File: src/rtl/search_frame_loader_pkg.sv
// search_frame_loader_pkg
// Shared definitions for the search frame loader: FSM state encoding, frame
// word-index constants and the default header magic byte.
// Optional feature macro: SEARCH_FRAME_CHECKSUM_EN (adds the w19 checksum word).
package search_frame_loader_pkg;

   typedef enum logic [2:0] {
      IDLE,
      LOAD,
      START,
      WAIT,
      RESP0,
      RESP1,
      ERR
   } loaderState_t;

   localparam logic [4:0] W_HDR      = 5'd0;
   localparam logic [4:0] W_CNT      = 5'd1;
   localparam logic [4:0] W_INC      = 5'd2;
   localparam logic [4:0] W_MSG0     = 5'd3;
   localparam logic [4:0] W_MSG_LAST = 5'd18;
   localparam logic [4:0] W_CSUM     = 5'd19;

   localparam logic [7:0] HDR_MAGIC_DEFAULT = 8'hC5;

   // Index of the word whose acceptance completes a frame.
   function automatic logic [4:0] lastWordIndex();
`ifdef SEARCH_FRAME_CHECKSUM_EN
      return W_CSUM;
`else
      return W_MSG_LAST;
`endif
   endfunction

endpackage

File: src/rtl/search_frame_deserializer.sv
// search_frame_deserializer
// Turns accepted host words into frame fields. Owns the word index, the
// target/counter/increment/message registers and, when SEARCH_FRAME_CHECKSUM_EN
// is defined, the running XOR checksum.
// Ports:
//   clk, reset        clock, asynchronous active-low reset
//   accept            a host word is transferred this cycle
//   inIdle            parent FSM is in IDLE (accepted word is a header candidate)
//   wordData          host word
//   headerAccept      header with matching magic accepted this cycle
//   frameComplete     last word of the frame accepted this cycle
//   frameBad          (checksum build) completing word fails the checksum
//   wordIndex         (checksum build) index of the word being accepted
//   target, counter, increment, message   assembled frame fields
module search_frame_deserializer
   import search_frame_loader_pkg::*;
#(
   parameter logic [7:0]  HDR_MAGIC = HDR_MAGIC_DEFAULT,
   parameter int unsigned MSG_WORDS = 16
) (
   input  logic         clk,
   input  logic         reset,
   input  logic         accept,
   input  logic         inIdle,
   input  logic [31:0]  wordData,
   output logic         headerAccept,
   output logic         frameComplete,
`ifdef SEARCH_FRAME_CHECKSUM_EN
   output logic         frameBad,
   output logic [4:0]   wordIndex,
`endif
   output logic [4:0]   target,
   output logic [31:0]  counter,
   output logic [31:0]  increment,
   output logic [511:0] message
);

   localparam logic [4:0] LAST_IDX = lastWordIndex();

`ifndef SEARCH_FRAME_CHECKSUM_EN
   logic [4:0] wordIndex;
`endif

   logic loadAccept;

   assign headerAccept  = accept && inIdle && (wordData[31:24] == HDR_MAGIC);
   assign loadAccept    = accept && !inIdle;
   assign frameComplete = loadAccept && (wordIndex == LAST_IDX);

`ifdef SEARCH_FRAME_CHECKSUM_EN
   logic [31:0] csum;

   // csum holds XOR of w0..w18 by the time w19 arrives.
   assign frameBad = frameComplete && (wordData != csum);

   always_ff @(posedge clk or negedge reset) begin
      if (!reset) begin
         csum <= '0;
      end else if (headerAccept) begin
         csum <= wordData;
      end else if (loadAccept) begin
         csum <= csum ^ wordData;
      end
   end
`endif

   always_ff @(posedge clk or negedge reset) begin
      if (!reset) begin
         wordIndex <= '0;
         target    <= '0;
         counter   <= '0;
         increment <= '0;
         message   <= '0;
      end else if (headerAccept) begin
         target    <= wordData[4:0];
         wordIndex <= W_CNT;
      end else if (loadAccept) begin
         if (wordIndex == W_CNT) counter <= wordData;
         if (wordIndex == W_INC) increment <= wordData;
         // w3 lands in the top 32 bits, w18 in the bottom 32 bits.
         for (int i = 0; i < int'(MSG_WORDS); i++) begin
            if (wordIndex == 5'(int'(W_MSG0) + i)) begin
               message[32*(int'(MSG_WORDS)-1-i) +: 32] <= wordData;
            end
         end
         // Index is left on the last word so an error response can report it.
         if (!frameComplete) wordIndex <= wordIndex + 5'd1;
      end
   end

endmodule

File: src/rtl/search_frame_loader.sv
// search_frame_loader
// Upstream feeder for the collision searcher. Assembles a frame from the host
// word stream, pulses srch_start, waits for srch_done and returns the result
// and digest count as a two-word response stream.
// Optional feature macro: SEARCH_FRAME_CHECKSUM_EN -- frame carries a w19 XOR
// checksum; a mismatch produces a single error response word instead of a search.
// Ports:
//   clk, reset                 clock, asynchronous active-low reset
//   in_valid/in_data/in_ready  host word stream in
//   out_valid/out_data/out_last/out_error/out_ready   response stream out
//   busy                       high outside IDLE and LOAD
//   srch_start, srch_target, srch_message, srch_counter, srch_increment  to searcher
//   srch_digests, srch_done, srch_result                                 from searcher
module search_frame_loader
   import search_frame_loader_pkg::*;
#(
   parameter logic [7:0]  HDR_MAGIC = HDR_MAGIC_DEFAULT,
   parameter int unsigned MSG_WORDS = 16
) (
   input  logic         clk,
   input  logic         reset,
   input  logic         in_valid,
   input  logic [31:0]  in_data,
   output logic         in_ready,
   output logic         out_valid,
   output logic [31:0]  out_data,
   output logic         out_last,
   output logic         out_error,
   input  logic         out_ready,
   output logic         busy,
   output logic         srch_start,
   output logic [4:0]   srch_target,
   output logic [511:0] srch_message,
   output logic [31:0]  srch_counter,
   output logic [31:0]  srch_increment,
   input  logic [31:0]  srch_digests,
   input  logic         srch_done,
   input  logic [31:0]  srch_result
);

   if (MSG_WORDS != 16) begin : gMsgWordsCheck
      $error("search_frame_loader: MSG_WORDS must be 16 (512-bit message)");
   end

   loaderState_t state;
   logic         headerAccept;
   logic         frameComplete;
   logic [31:0]  countQ;

`ifdef SEARCH_FRAME_CHECKSUM_EN
   logic         frameBad;
   logic [4:0]   wordIndex;
   logic         outErrorQ;
   assign out_error = outErrorQ;
`else
   assign out_error = 1'b0;
`endif

   search_frame_deserializer #(
      .HDR_MAGIC (HDR_MAGIC),
      .MSG_WORDS (MSG_WORDS)
   ) uDeser (
      .clk           (clk),
      .reset         (reset),
      .accept        (in_valid && in_ready),
      .inIdle        (state == IDLE),
      .wordData      (in_data),
      .headerAccept  (headerAccept),
      .frameComplete (frameComplete),
`ifdef SEARCH_FRAME_CHECKSUM_EN
      .frameBad      (frameBad),
      .wordIndex     (wordIndex),
`endif
      .target        (srch_target),
      .counter       (srch_counter),
      .increment     (srch_increment),
      .message       (srch_message)
   );

   // Outputs are registered and updated alongside the state they belong to.
   // The result is loaded straight into out_data; only the count needs holding.
   always_ff @(posedge clk or negedge reset) begin
      if (!reset) begin
         state      <= IDLE;
         in_ready   <= 1'b0;
         busy       <= 1'b0;
         srch_start <= 1'b0;
         out_valid  <= 1'b0;
         out_data   <= '0;
         out_last   <= 1'b0;
         countQ     <= '0;
`ifdef SEARCH_FRAME_CHECKSUM_EN
         outErrorQ  <= 1'b0;
`endif
      end else begin
         srch_start <= 1'b0;
         case (state)
            IDLE: begin
               in_ready <= 1'b1;
               if (headerAccept) state <= LOAD;
            end
            LOAD: begin
               if (frameComplete) begin
                  in_ready <= 1'b0;
                  busy     <= 1'b1;
`ifdef SEARCH_FRAME_CHECKSUM_EN
                  if (frameBad) begin
                     state     <= ERR;
                     out_valid <= 1'b1;
                     outErrorQ <= 1'b1;
                     out_last  <= 1'b1;
                     out_data  <= {27'b0, wordIndex};
                  end else begin
`else
                  begin
`endif
                     state      <= START;
                     srch_start <= 1'b1;
                  end
               end
            end
            START: state <= WAIT;
            WAIT: begin
               if (srch_done) begin
                  state     <= RESP0;
                  out_valid <= 1'b1;
                  out_data  <= srch_result;
                  out_last  <= 1'b0;
                  countQ    <= srch_digests;
               end
            end
            RESP0: begin
               if (out_ready) begin
                  state    <= RESP1;
                  out_data <= countQ;
                  out_last <= 1'b1;
               end
            end
            RESP1: begin
               if (out_ready) begin
                  state     <= IDLE;
                  out_valid <= 1'b0;
                  out_last  <= 1'b0;
                  busy      <= 1'b0;
                  in_ready  <= 1'b1;
               end
            end
`ifdef SEARCH_FRAME_CHECKSUM_EN
            ERR: begin
               if (out_ready) begin
                  state     <= IDLE;
                  out_valid <= 1'b0;
                  out_last  <= 1'b0;
                  outErrorQ <= 1'b0;
                  busy      <= 1'b0;
                  in_ready  <= 1'b1;
               end
            end
`endif
            default: state <= IDLE;
         endcase
      end
   end

endmodule

File: config.mk
export PLATFORM = sky130hd
export DESIGN_NAME = search_frame_loader
export DESIGN_NICKNAME = d
export VERILOG_FILES = /design/src/rtl/search_frame_loader_pkg.sv /design/src/rtl/search_frame_deserializer.sv /design/src/rtl/search_frame_loader.sv
export SDC_FILE = /design/constraint.sdc
export NUM_CORES = 1
export LEC_CHECK = 0
export ABC_AREA = 1
export BUFFER_PORTS_ARGS = -buffer_cell sky130_fd_sc_hd__buf_2
export CAP_MARGIN = 20
export CELL_PAD_IN_SITES_DETAIL_PLACEMENT = 1
export CELL_PAD_IN_SITES_GLOBAL_PLACEMENT = 2
export CORE_AREA = 3 3 283 285
export CTS_CLUSTER_DIAMETER = 150
export DETAILED_ROUTE_END_ITERATION = 6
export DIE_AREA = 0 0 286 288
export GPL_ROUTABILITY_DRIVEN = 0
export MAX_ROUTING_LAYER = met4
export PLACE_DENSITY_LB_ADDON = 0.1
export SLEW_MARGIN = 10
export SYNTH_ARGS = -nofsm -noshare
export SYNTH_HDL_FRONTEND = slang
export SYNTH_SLANG_ARGS = --single-unit
File: constraint.sdc
create_clock -name clk -period 3.3 [get_ports clk]
set_input_delay 0.66 -clock clk [delete_from_list [all_inputs] [get_ports clk]]
set_output_delay 0.66 -clock clk [all_outputs]
set_load 0.01 [all_outputs]
==> results by stage, run 1 <==
Outcome:
- The flow ran to the end, but the final reports show violations.
- The final reports fail on hold timing.

Clocking:
- CTS saw ~660 sinks.
- Clock-pin slew was measured on the worst setup and hold paths at approximately 60 ps.
- The number of CTS-inserted buffers is a little under 80.
- The H-tree was split into 3 levels.
- The number of setup buffers added after CTS is 0.
- The clock tree root buffer cell is sky130_fd_sc_hd__clkbuf_16.
- The clock tree from TritonCTS is built.
- Buffers inserted to repair hold after CTS numbered 0.
- Gates resized during post-CTS repair numbered 0.
- At the later pin of the worst-skew pair, clock insertion delay measures 620 ps.
- The maximum root-to-sink buffer count is 3.

Critical path:
- On the critical path the largest part of the delay comes from simple AND/OR/NAND/NOR gates.
- STA classifies the critical path startpoint as a flop.
- The highest cell delay on the worst timing path is slightly above 700 ps.
- The type of the worst setup path is flop to flop.
- The element type at the critical path end is a flop.
- By instance count, the cell type seen most on the critical path is sky130_fd_sc_hd__inv_1.
- For the worst setup path, the data arrival time is a little under 3000 ps.
- Data on the critical path is required at its endpoint by 3760 ps.
- The biggest fanout along the worst timing path is 64.
- The number of buffers and inverters on the critical path is 2.
- Walking the worst path, the cells encountered are inv_1, ha_1, inv_1, nor2_1, nand3_4, nand2_1, o21ai_1.
- The critical path's slowest cell is sky130_fd_sc_hd__nand3_4.

Route:
- The overall via count from detail_route is slightly above 20000.
- The number of search-and-repair iterations in the first detailed-routing pass is 5.
- The routed length per placed instance is between 20 and 25 um.
- After detailed routing, the total wire length is between 100000 and 150000 um.
- Once detail routing completed, the nets flagged for antenna violations numbered 0.
- The DRC marker count from the first detailed-route iteration is 1204.
- In the routed design, unresolved DRC markers number 0.
- In the routed layout, each cell is associated on average with a via count of 4.86.

Timing:
- After layout, the worst path uses between 70% and 80% of the clock period.
- The final count of pins violating max slew is 0.
- The final hold violation count came to 3.
- For the finished layout, the period the worst path requires is 2490 ps.
- The fmax is 402 MHz.
- The final total negative setup slack is 0 ps.
- Setup repair after global routing left no endpoint under its margin.
- For the pin with the worst max-slew slack, the measured transition is 1000 ps.
- Headroom to the max-slew limit came out at roughly a third.
- The worst hold slack after final layout is -2.83 ps.
- For the final database, setup skew stands at 21.2 ps.
- The final setup violation count is 0.

Place:
- Summed over all nets, the half-perimeter wirelength after detailed placement is approximately 70000 um.
- Input and output buffers added on the ports amount to a little over 700.

Power and ir drop:
- IR analysis of the VDD net gives a maximum drop of between 0.3 and 0.4 mV.
- After layout, the design draws a total of roughly 33 mW.
- The leakage component of the power is roughly 17 nW.
- Dividing total power by cell area gives a power density of 1020 nW/um2.

GRT:
- The maximum number of pins on one net before global-route repair is just under 70.
- The number of antenna violations at the first check in global routing came to 2.
- The first global-routing pass estimated 147000 um of wire.
- The combined global-route utilization of all metal layers is between 20 and 25%.
- The layer with the highest usage after global routing is met2.
- For this run, global-route usage on met1 was measured as 28.8%.
- The global-route met3 utilization is under 10%.
- The overflow left after global routing is 0.
- The via count of the first global-routing pass is 21300.
- The met2 layer usage reported by global route is 41.2%.

Logic synthesis:
- The top cell type's share of synthesized area is between 60% and 70%.
- After synthesis the cells add up to between 20000 and 25000 um2.
- The async set-or-reset flop fraction in the synthesized netlist is between 90% and 100%.
- The synthesis warning total is 0.
- The synthesized design contains approximately 660 register bits.
- The flip-flop cell with the highest count after synthesis is sky130_fd_sc_hd__dfrtp_1.
- Yosys mapped the design onto 36 distinct sky130hd cell types.
- The synthesized area per cell is ~10 um2.
- The number of synthesized flops with an enable pin is 0.
- The part of the Yosys area used for sequential elements is 66.4%.
- After technology mapping, the gate count stands at 2454.
- The number of nets handed over by synthesis was about 2600.
- By area the synthesized netlist is led by sky130_fd_sc_hd__dfrtp_1, sky130_fd_sc_hd__nand2_1, sky130_fd_sc_hd__o21ai_1, sky130_fd_sc_hd__o21ai_0, sky130_fd_sc_hd__buf_2.
- The biggest area consumer among synthesized cells is sky130_fd_sc_hd__dfrtp_1.

Job:
- The max capacitance violation total is 0.

Hold path:
- The path type of the worst min-delay path is input port to asynchronous set/reset pin.

Cells and area:
- Compared with the post-synthesis result, the final layout area differs by 29.1%.
- The multi-input combinational cell area is between 7000 and 8000 um2.
- The number of filler cells placed in the layout is approximately 9000.
- Leaving out fill and tap cells, the most frequent cell in the layout is sky130_fd_sc_hd__nand2_1.
- Summing all flip-flop and latch instances after layout gives around 16000 um2.
- Of the cells placed in the final design, the portion with a size suffix greater than 1 is ~30%.
- The number of nets in the layout is between 3000 and 4000.
- In the layout the commonest cells are sky130_fd_sc_hd__nand2_1, sky130_fd_sc_hd__buf_2, sky130_fd_sc_hd__dfrtp_1.

Die:
- The die boundary height is 288 um.
- The effective utilization at floorplan is 31.9%.
- From left edge to right edge, the die measures around 290 um.
- The cell row count is between 100 and 150.
- The I/O pin count is 720.
- The floorplan step defined a die boundary enclosing 82400 um2.
- The standard cell core area is 77600 um2.
cells by family (layout without fill, tap and decap cells):
| kind of cell | after synthesis | in the layout | synth area share (%) |
|---|---|---|---|
| XOR/XNOR | 2 | 2 | 0.0707 |
| AO/OA/AOI/OAI | 526 | 526 | 10.7 |
| buffers and inverters | 232 | 961 | 4.22 |
| multiplexers | 32 | 32 | 1.45 |
| other | 1 | 2 | 0.0151 |
| adder cells (fa/ha/maj) | 5 | 5 | 0.252 |
| flip-flops | 658 | 658 | 66.4 |
| AND/OR/NAND/NOR | 998 | 998 | 16.8 |
through the flow:
step	std cells	util [%]	hold WS, ps	setup slack (ps)	cell area (um2)
detailed placement	4087	37.9	455	552	29400
global route	4224	41.2	14.1	582	32000
CTS	4223	41.2	3.38	761	32000
global placement	4087	37.9	450	632	29400
finish	4224	41.2	-2.83	811	32000
floorplan	2454	-	364	1510	24800
where the power goes:
| group | switching (mW) | leakage (nW) | internal [mW] |
|---|---|---|---|
| clock network | 3.45 | 1.26 | 5.17 |
| logic | 7.02 | 7.22 | 3.86 |
| registers | 1.87 | 8.68 | 11.3 |
| total | 12.3 | 17.2 | 20.3 |
path summary, 6_finish.rpt:
kind                                     start             endpoint  cells after the start  slack (ps)
max                        uDeser.wordIndex[0]  uDeser.message[208]                      7         810
min                                      reset  uDeser.message[296]                      1          -3
max reg2reg                uDeser.wordIndex[0]  uDeser.message[208]                      7         810
min reg2reg                uDeser.message[304]  uDeser.message[304]                      2         470
max in group asynchronous                reset  uDeser.message[113]                      3        2260
min in group clk              srch_digests[21]           countQ[21]                      2         280
final cells by class:
class	count	share of cell area, %
antenna	1	0.00782
clock buffer	119	7.41
clock inverter	17	0.602
inverter	56	0.657
multi-input combinational	1564	22.8
sequential	658	51.5
tap	1040	4.07
timing repair buffer	769	13.0
cell usage after synthesis, types with 3 or more instances:
master and instances:
sky130_fd_sc_hd__buf_6 6, sky130_fd_sc_hd__nand3_4 7, sky130_fd_sc_hd__clkbuf_2 3, sky130_fd_sc_hd__ha_1 5, sky130_fd_sc_hd__nand2_4 4, sky130_fd_sc_hd__o21ai_0 236, sky130_fd_sc_hd__nand2_1 846, sky130_fd_sc_hd__mux2_2 32
sky130_fd_sc_hd__buf_1 5, sky130_fd_sc_hd__o21ai_1 250, sky130_fd_sc_hd__nand3_1 10, sky130_fd_sc_hd__a21oi_1 35, sky130_fd_sc_hd__nand4_1 71, sky130_fd_sc_hd__dfrtp_1 658, sky130_fd_sc_hd__inv_1 53, sky130_fd_sc_hd__buf_2 89
sky130_fd_sc_hd__nor2_4 4, sky130_fd_sc_hd__nand2_2 3, sky130_fd_sc_hd__buf_4 4, sky130_fd_sc_hd__clkbuf_1 69, sky130_fd_sc_hd__nor2_1 44
registers in the layout, indices dropped and copies added, names as in the netlist:
name,count
srch_start,1
uDeser.target,5
in_ready,1
uDeser.message,512
out_data,32
countQ,32
out_valid,1
uDeser.wordIndex,5
uDeser.counter,32
out_last,1
uDeser.increment,32
state,3
busy,1
layer usage:
layer / share of wire [%] / vias up / routed length, um
met1: 40 / 10400 / 40300
met2: 50 / 560 / 50100
li1: - / 9375 / -
met4: 3.9 / 0 / 3930
met5: 0 / - / 0
met3: 6.3 / 177 / 6330
No activity file was read; power rests on OpenSTA's default activity.
==> inputs of run 2 (changes only) <==
--- a/config.mk
+++ b/config.mk
@@ -10,10 +10,10 @@
 export CAP_MARGIN = 20
 export CELL_PAD_IN_SITES_DETAIL_PLACEMENT = 1
 export CELL_PAD_IN_SITES_GLOBAL_PLACEMENT = 2
-export CORE_AREA = 3 3 283 285
+export CORE_MARGIN = 3
+export CORE_UTILIZATION = 28
 export CTS_CLUSTER_DIAMETER = 150
 export DETAILED_ROUTE_END_ITERATION = 6
-export DIE_AREA = 0 0 286 288
 export GPL_ROUTABILITY_DRIVEN = 0
 export MAX_ROUTING_LAYER = met4
 export PLACE_DENSITY_LB_ADDON = 0.1
==> constraint.sdc (replaced) <==
create_clock -name clk -period 2.05 [get_ports clk]
set_input_delay 0.41 -clock clk [delete_from_list [all_inputs] [get_ports clk]]
set_output_delay 0.41 -clock clk [all_outputs]
set_load 0.01 [all_outputs]
==> results by stage, run 2 (synthesized netlist as in run 1, its figures left out) <==
Outcome:
- The run finished with clean final reports.

Die:
- The core region is about 87000 um2.
- The die boundary height is slightly above 300 um.
- From left edge to right edge, the die measures 304 um.
- The effective utilization at floorplan is 28.4%.
- The cell row count is about 110.
- The die covers roughly 90000 um2.
- 720 I/O pins were placed.

GRT:
- The combined global-route utilization of all metal layers is 22.1%.
- For this run the aggregate overflow at the end of global routing stands at 0.
- The met2 layer usage reported by global route is between 30 and 40%.
- The via count of the first global-routing pass came to roughly 22000.
- The global routing stage identified its most utilized layer as met2.
- The number of antenna violations at the first check in global routing is 2.
- Global routing consumed, on the met3 layer, 5.26% of the routing resources.
- The first-pass GRT wire length is around 150000 um.
- Entering global routing, the biggest net connects 76 pins.
- The met1 demand-to-capacity share in global routing is ~25%.

Hold path:
- The endpoint of the worst hold path is countQ[1].
- The worst hold path depth is 2.
- The path type of the worst min-delay path is input port to flop.
- In this run the most critical hold path is launched from srch_digests[1].

Timing:
- The final count of pins violating max slew is 0.
- Between clock sinks in the finished design, the worst skew comes to about 15 ps.
- The final worst slack is around 170 ps.
- Setup violations remaining at the end of the flow were counted as 0.
- The final clock period utilization by the worst path is between 90 and 100%.
- The final critical-path required period is approximately 1900 ps.
- The slew at the pin with the worst max-slew slack is about 500 ps.
- Timing would allow up to about 530 MHz.
- Setup repair after global routing left no endpoint under its margin.
- The final hold violation count is 0.
- Adding up every negative setup slack in the final design gives 0 ps.
- The relative slew slack is 66.5%.

Route:
- The remaining antenna violation count is 0.
- The post-detailed-route via-to-cell ratio is approximately 4.6.
- Dividing the detail-routed wire length by the instance count gives 23.0 um.
- In the routed design, unresolved DRC markers number 0.
- Across all layers, the routed design uses between 20000 and 25000 vias.
- The number of search-and-repair iterations in the first detailed-routing pass is 5.
- After the first detailed-routing iteration, the DRC count stood at between 1000 and 1500.
- The detailed-route wire length is 102000 um.

Cells and area:
- The number of nets in the layout is about 3300.
- The signed area change from the synthesized netlist to the final layout is 33.8%.
- The top cell types in the final layout, fill and taps aside, are sky130_fd_sc_hd__nand2_1, sky130_fd_sc_hd__buf_2, sky130_fd_sc_hd__dfrtp_1.
- The post-route netlist has a little under a third of its cells at a drive strength greater than 1.
- The final core area utilization is between 30% and 40%.
- The finished cells cover 33200 um2.
- Counting flops per register, the top entry is uDeser.message.
- The most frequent standard cell in the layout excluding fill and tap cells is sky130_fd_sc_hd__nand2_1.
- 0 antenna diodes ended up in the layout.
- The register with the most flip-flops in the layout has about 510 of them.
- The number of filler cells placed in the layout is around 10000.

Power and ir drop:
- The overall power of the completed layout is ~52 mW.
- The maximum ir drop on the vdd rail is ~0.66 mV.
- The analysis attributes to cell leakage a power of 17.7 nW.
- For this design the ratio of total power to cell area is 1580 nW/um2.

Critical path:
- The depth of the worst register-to-register path is 5.
- By startpoint and endpoint, the worst setup path is classified as flop to flop.
- Data on the critical path is required at its endpoint by approximately 2600 ps.
- STA classifies the critical path endpoint as a flop.
- Across all register-to-register paths, the minimum setup slack is approximately 170 ps.
- The kind of launch point of the worst setup path is a flop.
- The source of the worst register-to-register timing path is uDeser.wordIndex[3].
- In this run the critical register-to-register path is captured at uDeser.message[294].
- Of all nets on the critical path, the largest fanout is 24.
- The data arrival time at the worst-slack endpoint is ~2400 ps.

Clocking:
- The number of CTS-inserted buffers is between 70 and 80.
- The later-pin clock latency in the skew report is 620 ps.
- The number of clock sinks is 658.
- The clock tree root buffer cell is sky130_fd_sc_hd__clkbuf_16.
- The CTS clock-pin slew for the worst setup and hold paths is 60 ps.
- The maximum root-to-sink buffer count is 3.
- The level count of the clock H-tree is 3.
- The clock tree from TritonCTS is built.
- The setup fix buffers added after clock tree synthesis is 0.

Place:
- The HPWL after detailed placement is 74000 um.
- The count of buffers from port buffering is between 700 and 800.
- Once placement finished, the instance area stood at slightly above 30000 um2.
- The minimum setup slack after placement is approximately 95 ps.

Job:
- Max-cap violations in this run came to 0.
==> run 2: cell count changes in the layout (fill, tap and decap cells not counted), moves of 2 or more <==
cell / previous run / this run
sky130_fd_sc_hd__inv_16: 0 / 2
sky130_fd_sc_hd__dlygate4sd3_1: 0 / 28
sky130_fd_sc_hd__buf_4: 37 / 67
sky130_fd_sc_hd__clkbuf_8: 20 / 12
sky130_fd_sc_hd__clkbuf_1: 18 / 24
sky130_fd_sc_hd__bufinv_16: 3 / 1
sky130_fd_sc_hd__buf_12: 14 / 45
==> run 2: power breakdown <==
part | internal [mW] | switching, mW
clock network | 7.68 | 5.61
logic | 6.61 | 11.3
registers | 18.1 | 2.96
==> run 2: routing by layer <==
layer | vias up | wire length [um]
li1 | 9568 | -
met1 | 10200 | 39200
met2 | 555 | 51700
met3 | 192 | 6170
met5 | - | 0
met4 | 0 | 4640
==> run 2: worst max-delay path by stage <==
stage / from / to / cells after the start / slack [ps]
finish: uDeser.wordIndex[3] / uDeser.message[294] / 5 / 170
global route: uDeser.wordIndex[1] / uDeser.counter[9] / 9 / 10
floorplan: uDeser.wordIndex[0] / uDeser.message[340] / 8 / 420
detailed placement: state[0] / uDeser.message[87] / 6 / 100
CTS: state[0] / uDeser.message[89] / 6 / 60
global placement: state[0] / uDeser.message[75] / 6 / 170
==> run 2: cell type report <==
class / count / area (um2) / area share [%]
Clock buffer: 115 / 2230 / 6.73
Clock inverter: 18 / 178 / 0.536
Inverter: 56 / 210 / 0.634
Multi-Input combinational cell: 1564 / 7300 / 22.0
Sequential cell: 658 / 16500 / 49.7
Tap cell: 1155 / 1450 / 4.36
Timing Repair Buffer: 860 / 5320 / 16.1
==> run 2: critical path, stage by stage (launching register included) <==
cell                      delay, ps
sky130_fd_sc_hd__dfrtp_1        650
sky130_fd_sc_hd__nand2_1        240
sky130_fd_sc_hd__nor2_8         290
sky130_fd_sc_hd__buf_4          350
sky130_fd_sc_hd__nand4_1        170
sky130_fd_sc_hd__nand2_1        100
==> run 2: per-stage QoR <==
| stage | hold WS, ps | instances |
|---|---|---|
| finish | 47.8 | 4426 |
| global route | 5.08 | 4426 |
| CTS | 4.09 | 4425 |
| detailed placement | 325 | 4264 |
| global placement | 330 | 4264 |
| floorplan | 114 | 2454 |
==> run 2: what timing repair did <==
action	in CTS	in global routing
resized for setup	0	3
endpoints found under the setup margin	0	55
hold buffers	28	0
hold endpoints to repair	69	0
